===== config.mk =====
export PLATFORM = sky130hd
export DESIGN_NAME = adc_pulse_pattern_gen
export DESIGN_NICKNAME = d
export VERILOG_FILES = /design/src/rtl/adc_pulse_pattern_gen.sv
export SDC_FILE = /design/constraint.sdc
export NUM_CORES = 1
export LEC_CHECK = 0
export CELL_PAD_IN_SITES_DETAIL_PLACEMENT = 1
export CELL_PAD_IN_SITES_GLOBAL_PLACEMENT = 2
export CORE_MARGIN = 2
export CORE_UTILIZATION = 29
export CTS_BUF_LIST = sky130_fd_sc_hd__clkbuf_4 sky130_fd_sc_hd__clkbuf_8 sky130_fd_sc_hd__clkbuf_16
export DETAILED_ROUTE_END_ITERATION = 16
export GPL_ROUTABILITY_DRIVEN = 0
export PLACE_DENSITY = 0.87
export SLEW_MARGIN = 20
export SYNTH_ARGS = -nofsm -noshare
export SYNTH_HDL_FRONTEND = slang
export SYNTH_SLANG_ARGS = --single-unit

===== constraint.sdc =====
create_clock -name clk -period 7.8 [get_ports clk]
set_input_delay 1.17 -clock clk [delete_from_list [all_inputs] [get_ports clk]]
set_output_delay 1.17 -clock clk [all_outputs]
set_load 0.1 [all_outputs]

===== src/rtl/adc_pulse_pattern_gen.sv =====
// Synthetic four-channel ADC source that emits a programmable three-pulse
// sequence (A rising, B falling, A rising) for exercising the trigger path.
module adc_pulse_pattern_gen #(
    parameter int ADC_DATA_WIDTH = 16,
    parameter int CNT_WIDTH      = 24
) (
    input  logic                        clk,
    input  logic                        rst,
    input  logic                        gen_enable,
    input  logic                        gen_start,
    input  logic                        gen_repeat,
    input  logic [ADC_DATA_WIDTH-1:0]   baseline,
    input  logic [3*ADC_DATA_WIDTH-1:0] amp_arr,
    input  logic [15:0]                 width,
    input  logic [CNT_WIDTH-1:0]        delay_01,
    input  logic [CNT_WIDTH-1:0]        delay_12,
    input  logic [CNT_WIDTH-1:0]        idle_gap,
    output logic [2*ADC_DATA_WIDTH-1:0] adc_data_a,
    output logic [2*ADC_DATA_WIDTH-1:0] adc_data_b,
    output logic [2*ADC_DATA_WIDTH-1:0] adc_data_c,
    output logic [2*ADC_DATA_WIDTH-1:0] adc_data_d,
    output logic                        adc_enable_a,
    output logic                        adc_enable_b,
    output logic                        adc_enable_c,
    output logic                        adc_enable_d,
    output logic                        adc_valid_a,
    output logic                        adc_valid_b,
    output logic                        adc_valid_c,
    output logic                        adc_valid_d,
    output logic                        busy,
    output logic                        done,
    output logic [15:0]                 seq_count
);

    localparam int DW = ADC_DATA_WIDTH;
    localparam logic [CNT_WIDTH-1:0] CNT_ONE = CNT_WIDTH'(1);

    typedef enum logic [2:0] {
        IDLE, PULSE0, WAIT1, PULSE1, WAIT2, PULSE2, GAP
    } state_t;

    state_t               state_q, state_d;
    logic [CNT_WIDTH-1:0] cnt_q, cnt_d;
    logic                 start_q;
    logic                 start_edge;

    logic [DW-1:0]        base_q, amp0_q, amp1_q, amp2_q;
    logic [CNT_WIDTH-1:0] w_q, d01_q, d12_q, gap_q;
    logic [CNT_WIDTH-1:0] w_live;

    logic                 latch_cfg;
    logic                 seq_end, seq_end_done;
    logic                 end_q, end_done_q;

    logic [DW-1:0]        lvl_a, lvl_b, lvl_base;

    assign start_edge = gen_start & ~start_q;
    assign w_live     = (width == 16'd0) ? CNT_ONE : CNT_WIDTH'(width);

    // NOTE: every variable gets a default before the case so no path leaves
    // it unassigned; otherwise synthesis infers a latch.
    always_comb begin
        state_d      = state_q;
        cnt_d        = (cnt_q != '0) ? cnt_q - CNT_ONE : cnt_q;
        latch_cfg    = 1'b0;
        seq_end      = 1'b0;
        seq_end_done = 1'b0;

        if (!gen_enable) begin
            state_d = IDLE;
        end else begin
            unique case (state_q)
                IDLE: if (start_edge) begin
                    state_d   = PULSE0;
                    cnt_d     = w_live - CNT_ONE;
                    latch_cfg = 1'b1;
                end
                PULSE0: if (cnt_q == '0) begin
                    if (d01_q > w_q) begin
                        state_d = WAIT1;
                        cnt_d   = d01_q - w_q - CNT_ONE;
                    end else begin
                        state_d = PULSE1;
                        cnt_d   = w_q - CNT_ONE;
                    end
                end
                WAIT1: if (cnt_q == '0) begin
                    state_d = PULSE1;
                    cnt_d   = w_q - CNT_ONE;
                end
                PULSE1: if (cnt_q == '0) begin
                    if (d12_q > w_q) begin
                        state_d = WAIT2;
                        cnt_d   = d12_q - w_q - CNT_ONE;
                    end else begin
                        state_d = PULSE2;
                        cnt_d   = w_q - CNT_ONE;
                    end
                end
                WAIT2: if (cnt_q == '0) begin
                    state_d = PULSE2;
                    cnt_d   = w_q - CNT_ONE;
                end
                PULSE2: if (cnt_q == '0) begin
                    seq_end = 1'b1;
                    if (!gen_repeat) begin
                        state_d      = IDLE;
                        seq_end_done = 1'b1;
                    end else if (gap_q != '0) begin
                        state_d = GAP;
                        cnt_d   = gap_q - CNT_ONE;
                    end else begin
                        state_d   = PULSE0;
                        cnt_d     = w_live - CNT_ONE;
                        latch_cfg = 1'b1;
                    end
                end
                GAP: if (cnt_q == '0) begin
                    state_d   = PULSE0;
                    cnt_d     = w_live - CNT_ONE;
                    latch_cfg = 1'b1;
                end
                default: state_d = IDLE;
            endcase
        end
    end

    // Channel levels from the current state; IDLE follows baseline live.
    always_comb begin
        lvl_base = (state_q == IDLE) ? baseline : base_q;
        lvl_a    = lvl_base;
        lvl_b    = lvl_base;
        if (state_q == PULSE0) lvl_a = amp0_q;
        if (state_q == PULSE2) lvl_a = amp2_q;
        if (state_q == PULSE1) lvl_b = amp1_q;
    end

    // NOTE: sequential state uses non-blocking assignments so every register
    // samples pre-edge values regardless of statement order.
    always_ff @(posedge clk or posedge rst) begin
        if (rst) begin
            state_q    <= IDLE;
            cnt_q      <= '0;
            start_q    <= 1'b1;
            end_q      <= 1'b0;
            end_done_q <= 1'b0;
        end else begin
            state_q    <= state_d;
            cnt_q      <= cnt_d;
            start_q    <= gen_start;
            end_q      <= seq_end;
            end_done_q <= seq_end_done;
        end
    end

    always_ff @(posedge clk or posedge rst) begin
        if (rst) begin
            base_q <= '0;
            amp0_q <= '0;
            amp1_q <= '0;
            amp2_q <= '0;
            w_q    <= CNT_ONE;
            d01_q  <= '0;
            d12_q  <= '0;
            gap_q  <= '0;
        end else if (latch_cfg) begin
            base_q <= baseline;
            amp0_q <= amp_arr[DW-1:0];
            amp1_q <= amp_arr[2*DW-1:DW];
            amp2_q <= amp_arr[3*DW-1:2*DW];
            w_q    <= w_live;
            d01_q  <= delay_01;
            d12_q  <= delay_12;
            gap_q  <= idle_gap;
        end
    end

    always_ff @(posedge clk or posedge rst) begin
        if (rst) begin
            adc_data_a   <= '0;
            adc_data_b   <= '0;
            adc_data_c   <= '0;
            adc_data_d   <= '0;
            adc_enable_a <= 1'b0;
            adc_enable_b <= 1'b0;
            adc_enable_c <= 1'b0;
            adc_enable_d <= 1'b0;
            adc_valid_a  <= 1'b0;
            adc_valid_b  <= 1'b0;
            adc_valid_c  <= 1'b0;
            adc_valid_d  <= 1'b0;
            busy         <= 1'b0;
            done         <= 1'b0;
            seq_count    <= '0;
        end else begin
            adc_data_a   <= {lvl_a, lvl_a};
            adc_data_b   <= {lvl_b, lvl_b};
            adc_data_c   <= {lvl_base, lvl_base};
            adc_data_d   <= {lvl_base, lvl_base};
            adc_enable_a <= 1'b1;
            adc_enable_b <= 1'b1;
            adc_enable_c <= 1'b1;
            adc_enable_d <= 1'b1;
            adc_valid_a  <= 1'b1;
            adc_valid_b  <= 1'b1;
            adc_valid_c  <= 1'b1;
            adc_valid_d  <= 1'b1;
            busy         <= (state_q != IDLE);
            done         <= end_done_q;
            if (end_q) seq_count <= seq_count + 16'd1;
        end
    end

endmodule

==> metrics.txt <==
final setup vio count=0; largest net degree at the start of global routing=175; dominant synthesized flop cell=dfrtp_1; Power per Cell Area=327 mW/mm^2; sequential area share after synthesis=~39%; num rows=86; Final nets=2,129; Wirelength per Cell=23.2 um; mapped cell area=0.0161 mm^2; H-tree levels=1; area grow syn2layout=26.2%; Core Area=~0.055 mm^2; first-pass GRT wire length=93,400 um; io pins=311; CP required=8260 ps; antenna violations before repair=1; cell area after layout=0.0203 mm^2; total grt overflow=0; postcts setup bufs=0; CTS tree=yes; Final Max Slew Viols=0; count of cell types in the netlist=81; chip width=about 240 um; cell count after synthesis=1,728; CTS Hold Bufs=0; post-route ant nets=0; Setup crit end kind=register; total number of vias=14.5k; Sum Neg Setup Slack=0 ps; max_cap viols=0; Fin. Hold Viols=0; clock network latency to the later pin of the worst-skew pair=600 ps; Async SR Flop Fraction=100%; WL final=61,700 um; share of layout cells above drive strength 1=6.35%; Reg clk slew, reported paths=60 ps; buffers from clock root to sink, at most=3; DIE AREA=0.0572 mm^2; residual DRC count=0; skew final=24.4 ps; fin crit period=5430 ps; nature of the critical path startpoint=input port; Syn. warnings=0; worst-path fanout max=8; run status=complete, no violations; TritonRoute pass-1 iters=5; Starting Density=between 20% and 30%; Syn Area/Cell=9.29 um^2; clock root cell=clkbuf_16; Detail Placement HPWL=46,900 um; CTS buffer count=30; Worst-Margin Slew=1070 ps; post-CTS resize count=0; CP Data Arrival Time=about 5900 ps; peak supply drop=about 0.23 mV; DR iter-0 viols=1,059; synthesized flop and latch total=~250; Crit Path Category=in -> reg; total placed instance area=about 0.019 mm^2; DR vias/cell=5.46; number of synthesized flops with an enable pin=0; Total GRT Usage=21.1%; syn nets=1,927; vias in the first global route=14.9k; Static Leak=between 8 and 9 nW; pre-CTS WS=1870 ps; Max Clock Freq=about 0.18 GHz; RSZ-0062 raised after global routing=false; worst hold path type=reg -> reg; Die Y=around 240 um; R2R Setup Slk=3360 ps; CTS sink cnt=249; fin worst setup slack=2370 ps; Port Buffer Count=310; Slew Limit Headroom=27.8%; final cycle utilization of the critical path=between 60% and 70%
layout make-up:
cell class	count	area, um^2
inverter	58	221
fill	6259	34600
multi-input combinational	1258	8560
clock buffer	41	870
timing repair buffer	333	3300
antenna	2	5.00
tap	704	881
clock inverter	15	190
sequential	249	6230
routing by layer:
layer | up-vias | global-route usage [%] | share of wire, %
li1 | 6583 | - | -
met1 | 7416 | 29.3 | 45
met2 | 435 | 33.9 | 47
met3 | 97 | 2.62 | 4.9
met4 | 2 | 6.70 | 3.0
met5 | - | 0 | 0.018
critical path, cell delays in order:
cell and delay, ps:
clkdlybuf4s50_1 530, or4_1 630, nor3_1 490, a41oi_1 360, ha_1 340, or4b_2 250, or3_1 300, nor2_1 180
o21ai_1 540, a41oi_1 220, or4_1 590, a31oi_1 170, a22oi_1 100
synthesized netlist by cell type (45+ instances only):
| cell | number | share of area (%) |
|---|---|---|
| mux2_1 | 119 | 8.3 |
| inv_1 | 57 | 1.3 |
| dfrtp_1 | 247 | 39 |
| nor3_1 | 53 | 1.7 |
| xnor2_1 | 71 | 3.9 |
| buf_4 | 90 | 4.2 |
| o21ai_0 | 103 | 3.2 |
| a21oi_1 | 134 | 4.2 |
| nand2_1 | 127 | 3.0 |
| nand3_1 | 45 | 1.4 |
| nor2_1 | 127 | 3.0 |
| clkbuf_1 | 52 | 1.2 |
power breakdown:
part	leakage, nW	internal [W]	total, W	switching, W
clock network	0.525	0.000912	0.00152	0.000605
logic	4.58	0.00103	0.00319	0.00216
registers	3.03	0.00161	0.00191	0.000300
total	8.14	0.00355	0.00662	0.00307
through the flow:
stage | total power, W | hold WS [ps] | util, % | instances
after floorplan | 0.00418 | 331 | - | 1728
after global placement | 0.00498 | 344 | 35.0 | 2602
after detailed placement | 0.00507 | 343 | 35.0 | 2602
after CTS | 0.00662 | 362 | 36.9 | 2658
after global routing | 0.00695 | 369 | 36.9 | 2658
final | 0.00662 | 366 | 36.9 | 2660
state kept, by name, indices dropped and copies added, names as in the netlist, 3 cells and up:
register	count
d01_q	24
w_q	16
amp0_q	16
adc_data_d	16
gap_q	24
cnt_q	24
seq_count	16
base_q	16
adc_data_a	16
adc_data_b	16
amp1_q	16
state_q	3
d12_q	24
amp2_q	16
layout by cell type (no fill, tap or decap), types with 31 or more instances in the layout:
cell             count
mux2_1             119
nand2_1            127
o21ai_0            102
dfrtp_1            246
xor2_1              42
a211oi_1            38
a21oi_1            134
clkdlybuf4s50_1    310
xnor2_1             71
ha_1                40
nor3_1              53
nand3_1             45
inv_1               56
clkbuf_16           31
nor2_1             126
final timing paths:
path,from,cells past startpoint,end
max in group asynchronous,rst,3,state_q[2]
hold reg to reg,end_done_q,0,done
setup / recovery,width[10],13,cnt_q[19]
hold / removal,end_done_q,0,done
setup reg to reg,cnt_q[0],11,cnt_q[4]
min in group asynchronous,rst,2,adc_valid_d
cell families (layout without fill, tap and decap cells):
family,after synthesis,in the layout,synth area share (%)
other,1,3,0.0234
flip-flops,249,249,38.8
buffers and inverters,221,447,7.91
AND/OR/NAND/NOR,509,509,15.7
AO/OA/AOI/OAI,439,439,17.4
adder cells (fa/ha/maj),42,42,3.37
multiplexers,154,154,10.6
XOR/XNOR,113,113,6.17
Power figures use the tool's default switching activity.
